<file path="src/rtl/alu_pkg.sv">
// rtl/alu_pkg.sv - shared types and helpers for the ALU issue stage
package alu_pkg;

    localparam int ALU_WIDTH = 4;
    localparam int ALU_N     = 4;
    localparam int ALU_OP_W  = ALU_WIDTH * ALU_N;

    // Selects 3..7 are reserved and travel through the issue stage untouched.
    typedef enum logic [2:0] {
        ADD = 3'd0,
        SUB = 3'd1,
        MUL = 3'd2
    } alu_sel_t;

    typedef enum logic [1:0] {
        ST_IDLE  = 2'd0,
        ST_ISSUE = 2'd1,
        ST_WAIT  = 2'd2,
        ST_HOLD  = 2'd3
    } issue_state_t;

    typedef struct packed {
        logic [ALU_OP_W-1:0] a;
        logic [ALU_OP_W-1:0] b;
        alu_sel_t            sel;
    } alu_req_t;

    function automatic logic flags_err(input logic [2:0] f);
        return !((f == 3'b001) || (f == 3'b010) || (f == 3'b100));
    endfunction

endpackage

</file>
<file path="src/rtl/alu_req_fifo.sv">
// rtl/alu_req_fifo.sv - request FIFO with registered occupancy count
module alu_req_fifo #(
    parameter int DW    = 35,
    parameter int DEPTH = 4
) (
    input  logic          clk,
    input  logic          arst,
    input  logic          push,
    input  logic [DW-1:0] push_data,
    input  logic          pop,
    output logic [DW-1:0] pop_data,
    output logic          full,
    output logic          empty
);

    localparam int AW = $clog2(DEPTH);

    logic [DW-1:0] mem_q [DEPTH];
    logic [AW-1:0] wr_ptr_q;
    logic [AW-1:0] rd_ptr_q;
    logic [AW:0]   count_q;
    logic          do_push;
    logic          do_pop;

    assign full     = (count_q == (AW+1)'(DEPTH));
    assign empty    = (count_q == '0);
    assign do_push  = push && !full;
    assign do_pop   = pop && !empty;
    assign pop_data = mem_q[rd_ptr_q];

    always_ff @(posedge clk) begin
        if (do_push) begin
            mem_q[wr_ptr_q] <= push_data;
        end
    end

    always_ff @(posedge clk or negedge arst) begin
        if (!arst) begin
            wr_ptr_q <= '0;
            rd_ptr_q <= '0;
            count_q  <= '0;
        end else begin
            if (do_push) begin
                wr_ptr_q <= wr_ptr_q + 1'b1;
            end
            if (do_pop) begin
                rd_ptr_q <= rd_ptr_q + 1'b1;
            end
            count_q <= count_q + (AW+1)'(do_push) - (AW+1)'(do_pop);
        end
    end

endmodule

</file>
<file path="src/rtl/alu_issue_ctrl.sv">
// rtl/alu_issue_ctrl.sv - queues ALU requests, issues one at a time, holds the response
module alu_issue_ctrl
    import alu_pkg::*;
#(
    parameter int WIDTH       = ALU_WIDTH,
    parameter int N_ALU       = ALU_N,
    parameter int FIFO_DEPTH  = 4,
    parameter int ALU_LATENCY = 1
) (
    input  logic                     clk,
    input  logic                     arst,
    input  logic                     req_valid,
    output logic                     req_ready,
    input  logic [WIDTH*N_ALU-1:0]   req_a,
    input  logic [WIDTH*N_ALU-1:0]   req_b,
    input  logic [2:0]               req_sel,
    output logic [WIDTH*N_ALU-1:0]   alu_a,
    output logic [WIDTH*N_ALU-1:0]   alu_b,
    output logic [2:0]               alu_select,
    output logic                     alu_enable,
    input  logic [WIDTH*N_ALU*8-1:0] alu_out,
    input  logic                     alu_carry_out,
    input  logic                     alu_a_greater,
    input  logic                     alu_a_equal,
    input  logic                     alu_a_less,
    output logic                     rsp_valid,
    input  logic                     rsp_ready,
    output logic [WIDTH*N_ALU*8-1:0] rsp_out,
    output logic                     rsp_carry,
    output logic [2:0]               rsp_flags,
    output logic [2:0]               rsp_sel,
    output logic                     rsp_flag_err,
    output logic                     busy
);

    localparam int OPW = WIDTH * N_ALU;
    localparam int RW  = OPW * 8;
    localparam int QW  = 2 * OPW + 3;
    localparam logic [2:0] LAT_M1 = (ALU_LATENCY == 0) ? 3'd0 : 3'(ALU_LATENCY - 1);

    issue_state_t   state_q;
    logic [2:0]     cnt_q;
    logic [OPW-1:0] alu_a_q;
    logic [OPW-1:0] alu_b_q;
    logic [2:0]     alu_sel_q;
    logic           alu_en_q;
    logic           rsp_valid_q;
    logic [RW-1:0]  rsp_out_q;
    logic           rsp_carry_q;
    logic [2:0]     rsp_flags_q;
    logic [2:0]     rsp_sel_q;
    logic           rsp_err_q;

    logic           fifo_full;
    logic           fifo_empty;
    logic [QW-1:0]  fifo_head;
    logic           pop;
    logic           do_capture;
    logic [2:0]     cap_flags;

    // Ready is held low while reset is asserted so nothing is accepted mid-reset.
    assign req_ready = arst && !fifo_full;

    alu_req_fifo #(
        .DW    (QW),
        .DEPTH (FIFO_DEPTH)
    ) u_fifo (
        .clk       (clk),
        .arst      (arst),
        .push      (req_valid && req_ready),
        .push_data ({req_a, req_b, req_sel}),
        .pop       (pop),
        .pop_data  (fifo_head),
        .full      (fifo_full),
        .empty     (fifo_empty)
    );

    assign pop = !fifo_empty &&
                 ((state_q == ST_IDLE) || ((state_q == ST_HOLD) && rsp_ready));

    assign do_capture = ((state_q == ST_ISSUE) && (ALU_LATENCY == 0)) ||
                        ((state_q == ST_WAIT) && (cnt_q == 3'd0));

    assign cap_flags = {alu_a_greater, alu_a_equal, alu_a_less};

    always_ff @(posedge clk or negedge arst) begin
        if (!arst) begin
            state_q     <= ST_IDLE;
            cnt_q       <= '0;
            alu_a_q     <= '0;
            alu_b_q     <= '0;
            alu_sel_q   <= '0;
            alu_en_q    <= 1'b0;
            rsp_valid_q <= 1'b0;
            rsp_out_q   <= '0;
            rsp_carry_q <= 1'b0;
            rsp_flags_q <= '0;
            rsp_sel_q   <= '0;
            rsp_err_q   <= 1'b0;
        end else begin
            alu_en_q <= 1'b0;
            if (do_capture) begin
                rsp_out_q   <= alu_out;
                rsp_carry_q <= alu_carry_out;
                rsp_flags_q <= cap_flags;
                rsp_err_q   <= flags_err(cap_flags);
                rsp_sel_q   <= alu_sel_q;
                rsp_valid_q <= 1'b1;
            end
            if (pop) begin
                {alu_a_q, alu_b_q, alu_sel_q} <= fifo_head;
                alu_en_q <= 1'b1;
            end
            case (state_q)
                ST_IDLE: begin
                    if (pop) begin
                        state_q <= ST_ISSUE;
                    end
                end
                ST_ISSUE: begin
                    if (ALU_LATENCY == 0) begin
                        state_q <= ST_HOLD;
                    end else begin
                        cnt_q   <= LAT_M1;
                        state_q <= ST_WAIT;
                    end
                end
                ST_WAIT: begin
                    if (cnt_q == 3'd0) begin
                        state_q <= ST_HOLD;
                    end else begin
                        cnt_q <= cnt_q - 3'd1;
                    end
                end
                ST_HOLD: begin
                    if (rsp_ready) begin
                        rsp_valid_q <= 1'b0;
                        state_q     <= pop ? ST_ISSUE : ST_IDLE;
                    end
                end
                default: state_q <= ST_IDLE;
            endcase
        end
    end

    assign alu_a        = alu_a_q;
    assign alu_b        = alu_b_q;
    assign alu_select   = alu_sel_q;
    assign alu_enable   = alu_en_q;
    assign rsp_valid    = rsp_valid_q;
    assign rsp_out      = rsp_out_q;
    assign rsp_carry    = rsp_carry_q;
    assign rsp_flags    = rsp_flags_q;
    assign rsp_sel      = rsp_sel_q;
    assign rsp_flag_err = rsp_err_q;
    assign busy         = !fifo_empty || (state_q != ST_IDLE);

endmodule

</file>
<file path="config.mk">
export PLATFORM = sky130hd
export DESIGN_NAME = alu_issue_ctrl
export DESIGN_NICKNAME = d
export VERILOG_FILES = /design/src/rtl/alu_pkg.sv /design/src/rtl/alu_req_fifo.sv /design/src/rtl/alu_issue_ctrl.sv
export SDC_FILE = /design/constraint.sdc
export NUM_CORES = 1
export LEC_CHECK = 0
export ABC_AREA = 1
export CAP_MARGIN = 10
export CORE_AREA = 2 2 129 257
export CTS_CLUSTER_DIAMETER = 60
export DETAILED_ROUTE_END_ITERATION = 16
export DIE_AREA = 0 0 131 259
export GPL_TIMING_DRIVEN = 0
export PLACE_DENSITY = 0.75
export SLEW_MARGIN = 10
export SYNTH_ARGS = -nofsm -noshare
export SYNTH_HDL_FRONTEND = slang
export SYNTH_SLANG_ARGS = --single-unit
export TNS_END_PERCENT = 30
</file>
<file path="constraint.sdc">
create_clock -name clk -period 4.3 [get_ports clk]
set_clock_uncertainty 0.15 [all_clocks]
set_input_delay 1.075 -clock clk [delete_from_list [all_inputs] [get_ports clk]]
set_output_delay 1.075 -clock clk [all_outputs]
set_load 0.05 [all_outputs]
</file>
# Yosys cells after proc, flatten, opt, wreduce, memory -nomap -nowiden
# Memories as Yosys holds them, arrays and structs flattened. A register that Yosys moved wholly into a read port is not among the register bits.
# Index checks and enable logic that the tools add are counted.
# word_totals
wordCells,64
latch_bits,0
memories,1
ff_bits,150
out_inout_bits,175
ram_bits,140
input_bits,171
romBits,0
# memory_table
name,words,word_bits,rd,rd_ports_with_merged_regs,wr,line,rtl
u_fifo.mem_q,4,35,1,1,1,alu_req_fifo.sv:18,logic [DW-1:0] mem_q [DEPTH];
# op_classes
addsub,5
n_bitwise,0
eq_ne,11
n_lt_le_gt_ge,0
div,0
muxes,13
mul,0
shifts,0
reduce_logical,22
# op_table
op,n
$pmux 2 s4,1
$logic_and 1x1->1,7
$mux 1,7
$eq 3x3->1 const B,2
$logic_not 3->1,2
$mux 2,3
$ne 2x2->1 const B,3
$pmux 3 s2,1
$add 2x1->2 const B,2
$eq 2x2->1 const B,2
$logic_not 1->1,4
$logic_or 1x1->1,4
$reduce_bool 2->1,2
$add 3x1->3,1
$eq 3x1->1 const B,1
$eq 3x2->1 const B,1
$mux 3,1
$reduce_and 3->1,1
$sub 3x1->3,1
$sub 3x1->3 const B,1
$eq 2x1->1 const B,1
$logic_not 2->1,1
$ne 2x1->1 const B,1
$reduce_and 2->1,1

# Longest topological paths before layout
# logic_depth
ltp_word,7
mapped_depth,12
ltp_nobuf,11

# Cells and area by module
# From an unflattened synthesis, not the netlist that was laid out.
# hier_totals
hier_cells,1276
hier_area_um2,12836.1
# modules_own_cells
module,cells_each,instances,seq_area_each_um2,area_per_inst_um2
alu_issue_ctrl,774,1,4454.3,6885.4
alu_req_fifo,502,1,4379.2,5950.7

# Least setup slack after synthesis
# Ideal clock, no wire load.
# synth_timing
path_kind,input to output
start,input port arst
end,output port req_ready
cell_stages,1
setup_slack_ns,0.861
t_arrival_ns,2.214
t_required_ns,3.075
path_buffers,0
cell_sequence,a21boi_0
# synth_via
elab_chain_cells,1
# synth_rtl
item,line,rtl
start: declaration,alu_issue_ctrl.sv:11,"input logic arst,"
$logic_and 1x1->1,alu_issue_ctrl.sv:62,assign req_ready = arst && !fifo_full;
end: declaration,alu_issue_ctrl.sv:13,"output logic req_ready,"
# Every way passes these cells.

# Worst setup path in the final report
# Same ends and word-level chain as after synthesis.

==> reports/qor_table.md <==
| Quantity | Value | Unit |
| --- | --- | --- |
| R2R Path End | u_fifo.count_q[2] | - |
| Hold Vio Cnt, Final | 0 | - |
| Synth area leader | dfrtp_1 | - |
| CTS sink cnt | 325 | - |
| Clock transition at the registers of the reported paths | 0.07 | ns |
| Sum of buffers and inverters on the critical path | 2 | - |
| Antenna viol nets, final | 0 | - |
| Syn avg cell area | 10.3 | um2 |
| Number of levels in the clock H-tree | 1 | - |
| Instance count of the mapped netlist | 1226 | - |
| Crit path max-delay cell type | clkdlybuf4s50_1 | - |
| Final #Nets | 1791 | - |
| Status | finished, final reports clean | - |
| Crit. End Element | primary output | - |
| Worst setup slack after placement | 0.363 | ns |
| Clk root buf | clkbuf_16 | - |
| Min-Delay Endpoint | rsp_out[113] | - |
| Cts repair resizes | 0 | - |
| Number of global-route vias before repair | 9912 | - |
| Total setup buffers inserted after CTS | 0 | - |
| DIE HEIGHT | 259 | um |
| Measured slew at the worst slew-check pin | 0.679 | ns |
| Number of setup violations in the final report | 0 | - |
| Post-route fraction of the period consumed by the critical path | 90.5 | % |
| Arrival time of the worst setup path | 2.67 | ns |
| Worst slew margin | 54.6 | % |
| Clock latency on the worst-skew pair | 0.56 | ns |
| Final Max Slew Viols | 0 | - |
| Least setup slack across all paths after layout | 0.410 | ns |
| Number of DRC markers in iteration 0 | 472 | - |
| Asr flop ratio synth | 56.9 | % |
| Max VDD drop | 0.000462 | V |
| Vias | 9698 | - |
| Number of enable-type register cells in the synthesized netlist | 140 | - |
| Flip-flop cell with the highest count after synthesis | dfrtp_1 | - |
| Hold wc startpoint | rsp_out[113] | - |
| Post-synthesis to final-layout area growth | 40.0 | % |
| Unrepaired setup endpoints after global routing | false | - |
| Post-route non-filler standard cell count | 2056 | - |
| Unique masters post-synth | 28 | - |
| Wire length of the first global-routing pass | 53700 | um |
| Drc violations | 0 | - |
| Startpoint kind of the worst setup timing path | input port | - |
| Required time of the critical path | 3.07 | ns |
| Clock tree buffer depth | 3 | - |
| Number of storage elements in the synthesis netlist | 325 | - |
| Worst R2R Path Depth | 12 | - |
| Share of Yosys cell area claimed by the top area cell type | 36.5 | % |
| Tmin final | 3.89 | ns |
| Vias/cell | 4.72 | - |
| Num CTS Buffers | 28 | - |
| Main area contributors after synthesis | dfrtp_1, edfxtp_1, nand2_1 | - |
| Kind of cell adding the most delay to the critical path | buffers and inverters | - |
| FF/Latch Area | 8830 | um2 |
| Category of the critical setup timing path | in2out | - |
| CTS Hold Bufs | 0 | - |
| Total of warnings raised by yosys | 0 | - |
| Synthesized netlist net count | 1411 | - |
| Fill count | 2680 | - |
| I/O Buffers | 345 | - |
| # placed instances | 2003 | - |
| Average wire per standard cell | 17.9 | um |
| Worst setup path startpoint | arst | - |
| X dimension of the die | 131 | um |
| Overall Global Routing Usage | 20.9 | % |
| Starting density of the core | 39.6 | % |
| FF-to-FF setup slack | 1.64 | ns |
| CTS tree | yes | - |
| Share of cells above drive strength 1 | 7.38 | % |
| Half-perimeter wire length after placement | 27600 | um |
| Crit path largest cell delay | 0.84 | ns |
| Worst-path fanout max | 80 | - |
| DRT Pass-1 Iters | 5 | - |
| Detailed Route WL | 36900 | um |
| Placeable core region | 32000 | um2 |
| Routability congestion estimate | 0.788 | - |
| Cell-by-cell trace of the critical path | buf_8 > a21boi_0 > clkdlybuf4s50_1 | - |
| Count of boundary I/O pins | 346 | - |
| Total area of multi-input combinational cells | 3390 | um2 |
| Initial antenna violation count | 2 | - |
| Pin count of the biggest net entering global routing | 109 | - |
| Netlist area before placement | 12700 | um2 |
| Hold Path Depth | 2 | - |
| Cell Pwr Density | 881 | nW/um2 |
| Max-cap viol count | 0 | - |
| Sequential element share of the synthesized area | 69.7 | % |
| Leakage power total | 7.87 | nW |
| Worst flop-to-flop path startpoint | state_q[0] | - |
| Global route total overflow | 0 | - |
| Die area | 33900 | um2 |
| Count of standard-cell rows | 93 | - |
| Max Clock Freq | 257 | MHz |
| Critical path depth in cells | 3 | - |
| Worst min-delay path class | reg2reg | - |
cells by family (layout without fill, tap and decap cells):
group / count (synthesis) / in the layout / synth area share, %
adder cells (fa/ha/maj): 14 / 14 / 1.44
AO/OA/AOI/OAI: 82 / 82 / 3.30
AND/OR/NAND/NOR: 716 / 716 / 21.5
flip-flops: 325 / 325 / 69.7
buffers and inverters: 85 / 486 / 3.81
other: 0 / 2 / 0
XOR/XNOR: 4 / 4 / 0.276
tightest hold or removal path, delay by kind of cell (launching register included):
family           cells  cell delay [ns]
flip-flops           1             0.34
AND/OR/NAND/NOR      2             0.10
how the worst max path moves through the flow:
stage	end	slack (ns)
2_1_floorplan	req_ready	0.86
3_3_place_gp	u_fifo.mem_q[1][3]	-8.20
3_5_place_dp	req_ready	0.36
4_1_cts	req_ready	0.36
5_1_grt	req_ready	0.28
6_report	req_ready	0.41
layout by cell type, fill, tap and decap left out, types with 3 or more instances in the layout:
master / synthesis / final
buf_2: 31 / 31
nand2_1: 554 / 554
ha_1: 13 / 13
nor2_4: 1 / 5
nor2_1: 151 / 147
clkbuf_2: 5 / 6
clkbuf_16: 0 / 29
clkdlybuf4s50_1: 0 / 344
inv_1: 24 / 24
buf_6: 12 / 12
clkinv_2: 0 / 3
clkbuf_1: 2 / 5
buf_12: 0 / 4
inv_2: 3 / 3
o21ai_0: 61 / 61
dfrtp_1: 185 / 185
edfxtp_1: 140 / 140
buf_4: 7 / 7
clkinv_1: 0 / 3
o21ai_1: 16 / 16
xor2_1: 3 / 3
nand3_1: 5 / 5
bufinv_16: 0 / 3
routing by layer:
layer / vias up / GRT usage (%) / share of wire (%)
met5: - / 0 / 0
met4: 0 / 8.13 / 3.0
met3: 65 / 5.65 / 9.2
met2: 385 / 41.1 / 55
met1: 4600 / 19.6 / 32
li1: 4648 / - / -
area by class of cell:
class                   instances  area share (%)
clock buffers                  35            4.33
well taps                     427            3.01
multi-input cells             816            19.1
inverters                      28           0.606
diodes                          2          0.0282
clock inverters                16           0.966
plain buffers                  57            2.11
flip-flops and latches        325            49.8
repair buffers                350            20.1
flip-flops by register name (all words and copies together), names as in the netlist:
name,count
u_fifo.mem_q,140
u_fifo.count_q,3
u_fifo.wr_ptr_q,2
rsp_flags,3
alu_enable,1
alu_a,16
state_q,2
alu_b,16
alu_select,3
rsp_sel,3
u_fifo.rd_ptr_q,2
rsp_valid,1
rsp_out,128
cnt_q,3
rsp_carry,1
rsp_flag_err,1
where the power goes:
part	switching (mW)	internal, mW	total [mW]
sequential	0.519	4.26	4.78
combinational	5.66	2.60	8.26
clock	1.14	1.46	2.60
total	7.32	8.32	15.6
Yosys cell counts (3+ instances only):
cell,count
nand2_1,554
dfrtp_1,185
nor2_1,151
edfxtp_1,140
o21ai_0,61
buf_2,31
inv_1,24
o21ai_1,16
ha_1,13
buf_6,12
buf_4,7
clkbuf_2,5
nand3_1,5
inv_2,3
xor2_1,3
metrics by stage:
| stage | utilization, % | power [mW] | hold WS [ns] | instance area [um2] | TNS (ns) |
|---|---|---|---|---|---|
| floorplan | - | 10.1 | 0.339 | 12700 | 0 |
| global route | 55.5 | 16.5 | 0.345 | 17800 | 0 |
| finish | 55.5 | 15.6 | 0.328 | 17800 | 0 |
| global placement | 52.1 | 13.0 | 0.310 | 16700 | -2270.92 |
| CTS | 55.5 | 15.8 | 0.332 | 17700 | 0 |
| detailed placement | 52.5 | 13.2 | 0.314 | 16800 | 0 |
No activity file was read; power rests on OpenSTA's default activity.
